File: src/rtl/truth_table_sweeper_pkg.sv
// Shared definitions for the truth-table sweeper and the Tabla/Mux blocks it exercises.
// Provides the sweep state enum and the select-width to vector-count derivation.
package truth_table_sweeper_pkg;

  typedef enum logic [1:0] {
    ST_IDLE = 2'd0,
    ST_RUN  = 2'd1,
    ST_DONE = 2'd2
  } sweep_state_e;

  localparam int unsigned DEF_N_SEL = 3;

  function automatic int unsigned n_vec_of(input int unsigned n_sel);
    return 32'd1 << n_sel;
  endfunction

endpackage

File: src/rtl/truth_table_sweeper_hold_timer.sv
// Per-vector settle timer: expire strobes once every HOLD_CYCLES cycles while running.
// Loading (while idle) re-arms it so the first vector gets a full hold window.
module truth_table_sweeper_hold_timer #(
  parameter int HOLD_CYCLES = 1
) (
  input  logic clk,
  input  logic reset,
  input  logic i_load,
  input  logic i_run,
  output logic o_expire
);

  localparam int CW = (HOLD_CYCLES > 1) ? $clog2(HOLD_CYCLES) : 1;
  localparam logic [CW-1:0] RELOAD = CW'(HOLD_CYCLES - 1);

  logic [CW-1:0] r_cnt;

  assign o_expire = i_run && (r_cnt == '0);

  always_ff @(posedge clk) begin
    if (reset) begin
      r_cnt <= '0;
    end else if (i_load || o_expire) begin
      r_cnt <= RELOAD;
    end else if (i_run) begin
      r_cnt <= r_cnt - CW'(1);
    end
  end

endmodule

File: src/rtl/truth_table_sweeper.sv
// Drives every select combination into a combinational mux, captures y_in per vector
// into table_out, and compares the captured table against the expected table latched at start.
module truth_table_sweeper
  import truth_table_sweeper_pkg::*;
#(
  parameter  int N_SEL       = DEF_N_SEL,
  parameter  int HOLD_CYCLES = 1,
  localparam int N_VEC       = int'(n_vec_of(N_SEL))
) (
  input  logic             clk,
  input  logic             reset,
  input  logic             start,
  input  logic [N_VEC-1:0] expected,
  input  logic             y_in,
  output logic [N_SEL-1:0] sel_out,
  output logic             busy,
  output logic             done,
  output logic [N_VEC-1:0] table_out,
  output logic             match
);

  sweep_state_e r_state;
  sweep_state_e w_state_nxt;

  logic [N_SEL-1:0] r_sel;
  logic [N_VEC-1:0] r_table;
  logic [N_VEC-1:0] r_exp;
  logic             r_match;
  logic             r_busy;
  logic             r_done;

  logic             w_expire;
  logic             w_last;
  logic [N_VEC-1:0] w_table_cap;

  assign w_last = (r_sel == N_SEL'(N_VEC - 1));

  truth_table_sweeper_hold_timer #(
    .HOLD_CYCLES (HOLD_CYCLES)
  ) u_hold_timer (
    .clk      (clk),
    .reset    (reset),
    .i_load   (r_state == ST_IDLE),
    .i_run    (r_state == ST_RUN),
    .o_expire (w_expire)
  );

  always_comb begin
    w_state_nxt = r_state;
    unique case (r_state)
      ST_IDLE: if (start) w_state_nxt = ST_RUN;
      ST_RUN:  if (w_expire && w_last) w_state_nxt = ST_DONE;
      ST_DONE: w_state_nxt = ST_IDLE;
      default: w_state_nxt = ST_IDLE;
    endcase
  end

  // Table including the bit being captured this edge, so match sees the final vector.
  always_comb begin
    w_table_cap        = r_table;
    w_table_cap[r_sel] = y_in;
  end

  always_ff @(posedge clk) begin
    if (reset) begin
      r_state <= ST_IDLE;
    end else begin
      r_state <= w_state_nxt;
    end
  end

  always_ff @(posedge clk) begin
    if (reset) begin
      r_sel   <= '0;
      r_table <= '0;
      r_exp   <= '0;
      r_match <= 1'b0;
      r_busy  <= 1'b0;
      r_done  <= 1'b0;
    end else begin
      r_busy <= (w_state_nxt == ST_RUN);
      r_done <= (w_state_nxt == ST_DONE);
      unique case (r_state)
        ST_IDLE: begin
          if (start) begin
            r_sel   <= '0;
            r_table <= '0;
            r_exp   <= expected;
            r_match <= 1'b0;
          end
        end
        ST_RUN: begin
          if (w_expire) begin
            r_table <= w_table_cap;
            if (w_last) begin
              r_match <= (w_table_cap == r_exp);
            end else begin
              r_sel <= r_sel + N_SEL'(1);
            end
          end
        end
        ST_DONE: r_sel <= '0;
        default: r_sel <= '0;
      endcase
    end
  end

  assign sel_out   = r_sel;
  assign busy      = r_busy;
  assign done      = r_done;
  assign table_out = r_table;
  assign match     = r_match;

endmodule

File: config.mk
export PLATFORM = sky130hd
export DESIGN_NAME = truth_table_sweeper
export DESIGN_NICKNAME = d
export VERILOG_FILES = /design/src/rtl/truth_table_sweeper_pkg.sv /design/src/rtl/truth_table_sweeper_hold_timer.sv /design/src/rtl/truth_table_sweeper.sv
export SDC_FILE = /design/constraint.sdc
export NUM_CORES = 1
export LEC_CHECK = 0
export ABC_AREA = 0
export CAP_MARGIN = 10
export CORE_MARGIN = 2
export CORE_UTILIZATION = 50
export CTS_CLUSTER_SIZE = 14
export DETAILED_ROUTE_END_ITERATION = 12
export PLACE_DENSITY_LB_ADDON = 0.15
export SYNTH_ARGS = -nofsm -noshare
export SYNTH_HDL_FRONTEND = slang
export SYNTH_HIERARCHICAL = 1
export SYNTH_SLANG_ARGS = --single-unit
File: constraint.sdc
create_clock -name clk -period 2.2 [get_ports clk]
set_input_delay 0.44 -clock clk [delete_from_list [all_inputs] [get_ports clk]]
set_output_delay 0.44 -clock clk [all_outputs]
set_load 0.02 [all_outputs]
==> flow_summary_export.csv, run 1 <==
group,metric,value,unit
clocking,hold_buffers,0,
timing,slew_viol_final,0,
yosys,async_flop_share,0,%
global_route,grt_pass1_vias,1092,
yosys,ys.flop_type,"dfxtp_1",
route,drc,0,
timing,tns,0,ns
timing,fmax,497,MHz
route,routed_wl,3.00,mm
critical_path,rrSetupSlack,0.19,ns
global_route,grt.overflow.total,0,
critical_path,path_buf_inv,0,
timing,skew,0.00263,ns
hold_path,min_from,"u_hold_timer/r_cnt",
layout,fin_nets,194,
floorplan,core_region_area,0.00248,sq mm
floorplan,die_h,55.0,microns
clocking,clock-sinks,25,
clocking,cts_tree,"yes",
critical_path,cp_top_family,"simple AND/OR/NAND/NOR gates",
route,drtIter0Drc,22,
timing,hold_viol,0,
clocking,numCtsBuffers,3,
layout,diodes,0,
critical_path,critPathSlowestCell,"dfxtp_1",
critical_path,crit_cells,7,
status,status,"complete, no violations",
critical_path,r2r_cells,7,
route,drt_pre_antenna_iters,4,
pwr,power.total,0.825,mW
job,drv_cap,0,
clocking,clock_path_buffers,2,
critical_path,critical_path.max_stage_delay,0.45,ns
global_route,antenna_found_initial,0,
floorplan,num_rows,18,
yosys,yosysWarnings,6,
route,ant_nets,0,
critical_path,cp-start-kind,"flop",
floorplan,die_area,0.00303,sq mm
critical_path,crit_type,"flop to flop",
yosys,ys_seq_area_share,38.5,%
yosys,ys_ff_latch,25,
yosys,synth_area_per_cell,8.73,sq um
clocking,path_clk_slew,0.13,ns
placement,gp_congestion,0.844,
clocking,clockRootBuffer,"clkbuf_4",
placement,dpl_cell_area,0.00162,sq mm
hold_path,min_path_type,"flop to flop",
timing,tightest_slew,0.526,ns
critical_path,arrival,2.25,ns
route,vias_per_cell,5.92,
timing,rsz0062_at_grt,"false",
yosys,synth_cell_type_count,37,
global_route,groute.usage.overall,22.6,%
floorplan,start_util,52.5,%
route,wire_per_inst,14.4,microns
clocking,cts.htree.levels,1,
critical_path,cp.required,2.44,ns
timing,maxSlewHeadroom,64.9,%
hold_path,whs_endpoint,"u_hold_timer/r_cnt",
route,vias,1238,
timing,min_period,2.01,ns
hold_path,whs_path_depth,1,
timing,holdWs,0.523,ns
critical_path,rr_startpoint,"r_state[0]",
layout,fin_area,0.00165,sq mm
timing,fin_crit_sh,91.4,%
layout,syn2layout_area_growth,26.7,%
layout,drive_gt1_share,9.50,%
clocking,insertion_delay,0.32,ns
clocking,cts_resized,0,
pwr,p_leak,0.639,nW
pwr,powerDensity,500,mW/mm^2
placement,dp_hpwl,2.20,mm
floorplan,pin_count,26,
pwr,ir_drop,0.473,mV
global_route,grt_max_degree,25,
critical_path,r2r_end,"match",
critical_path,crit_chain,"and2b_1 > nor2b_2 > nand2_1 > nor3b_1 > o211a_1 > o2111ai_1 > o41ai_2",
timing,setup_viol,0,
clocking,post_cts_buffers,0,
global_route,grt_pass1_wl,4.93,mm
critical_path,endpoint_kind,"flop",
critical_path,crit_fanout,7,
yosys,synth_area,0.00130,sq mm
placement,io_buffers,25,
yosys,synth_nets,163,
yosys,synth_edf_count,0,
yosys,postSynthCellCount,149,
floorplan,die_w,55.0,microns
kinds of logic after synthesis:
kind of cell | after synthesis | synth area share, %
adders and majority gates | 2 | 1.92
DFF | 25 | 38.5
muxes | 10 | 7.69
xor gates and xnor gates | 6 | 4.04
and+or+nand+nor | 58 | 24.8
AOI/OAI and AO/OA | 37 | 19.3
buffers and inverters | 11 | 3.75
synth_stat cells, types with 2 or more instances:
| library cell | number | area [sq um] |
|---|---|---|
| clkbuf_1 | 3 | 11.3 |
| nand2_1 | 3 | 11.3 |
| nor3b_1 | 9 | 67.6 |
| a31oi_1 | 3 | 18.8 |
| and3b_1 | 2 | 17.5 |
| o21ai_0 | 11 | 55.1 |
| nand3_1 | 3 | 15.0 |
| nor2b_1 | 3 | 18.8 |
| inv_1 | 4 | 15.0 |
| mux2i_1 | 10 | 100 |
| a311oi_1 | 2 | 17.5 |
| ha_1 | 2 | 25.0 |
| buf_2 | 3 | 15.0 |
| a21oi_1 | 5 | 25.0 |
| nor2_1 | 27 | 101 |
| dfxtp_1 | 25 | 500 |
| xnor2_1 | 6 | 52.6 |
| a22oi_1 | 9 | 67.6 |
power by group:
group / internal, mW / total, mW / switching, mW / leakage, nW
logic: 0.0655 / 0.134 / 0.0684 / 0.420
registers: 0.467 / 0.482 / 0.0156 / 0.203
clock network: 0.0710 / 0.208 / 0.137 / 0.0150
total: 0.603 / 0.825 / 0.221 / 0.639
per-stage QoR:
| stage | setup slack [ns] | cells | utilization (%) |
|---|---|---|---|
| 2_1_floorplan | 0.453 | 149 | - |
| 5_1_grt | 0.0149 | 209 | 66.6 |
| 6_report | 0.188 | 209 | 66.6 |
| 3_5_place_dp | 0.0986 | 205 | 65.4 |
| 3_3_place_gp | 0.233 | 205 | 65.4 |
| 4_1_cts | 0.0982 | 209 | 66.5 |
layout by cell type, fill, tap and decap left out, types with 2 or more instances in the layout:
cell type / n
nor2b_1: 2
nand2_1: 3
a31oi_1: 3
a22oi_1: 9
nor3b_1: 8
buf_4: 8
xnor2_1: 6
and3b_1: 2
clkbuf_4: 3
clkdlybuf4s50_1: 25
nand3_1: 3
inv_1: 4
a311oi_1: 2
a21oi_1: 5
mux2i_1: 10
nor3b_2: 2
ha_1: 2
o21ai_0: 11
nor2_1: 27
dfxtp_1: 25
layout make-up:
type,instances,area (sq um)
Clock buffer,4,26.3
Fill cell,227,828
Inverter,4,15.0
Multi-Input combinational cell,113,759
Sequential cell,25,500
Tap cell,30,37.5
Timing Repair Buffer,33,310
registers in the layout, indices dropped and copies added (netlist names):
name                count
match                   1
u_hold_timer/r_cnt      1
done                    1
table_out               8
sel_out                 3
r_exp                   8
r_state                 2
busy                    1
per-layer routing:
| metal | vias up | wire [microns] | share of wire, % | global-route usage (%) |
|---|---|---|---|---|
| met1 | 583 | 1350 | 45 | 30.3 |
| li1 | 608 | - | - | - |
| met2 | 42 | 1430 | 47 | 36.7 |
| met3 | 5 | 198 | 6.6 | 2.96 |
| met4 | 0 | 33 | 1.1 | 8.94 |
| met5 | - | 0 | 0 | 0 |
worst max path at each step:
stage / start / to
4_1_cts: r_state[0] / match
2_1_floorplan: r_state[0] / match
6_report: r_state[0] / match
3_3_place_gp: y_in / match
5_1_grt: r_state[0] / match
3_5_place_dp: r_state[0] / match
(Power assumes the default switching activity.)
==> run 2, diff against run 1 <==
- SLEW_MARGIN: default -> 40
==> results of run 2 <==
Same layout as run 1: the final DEF is identical, and so are final timing and power.
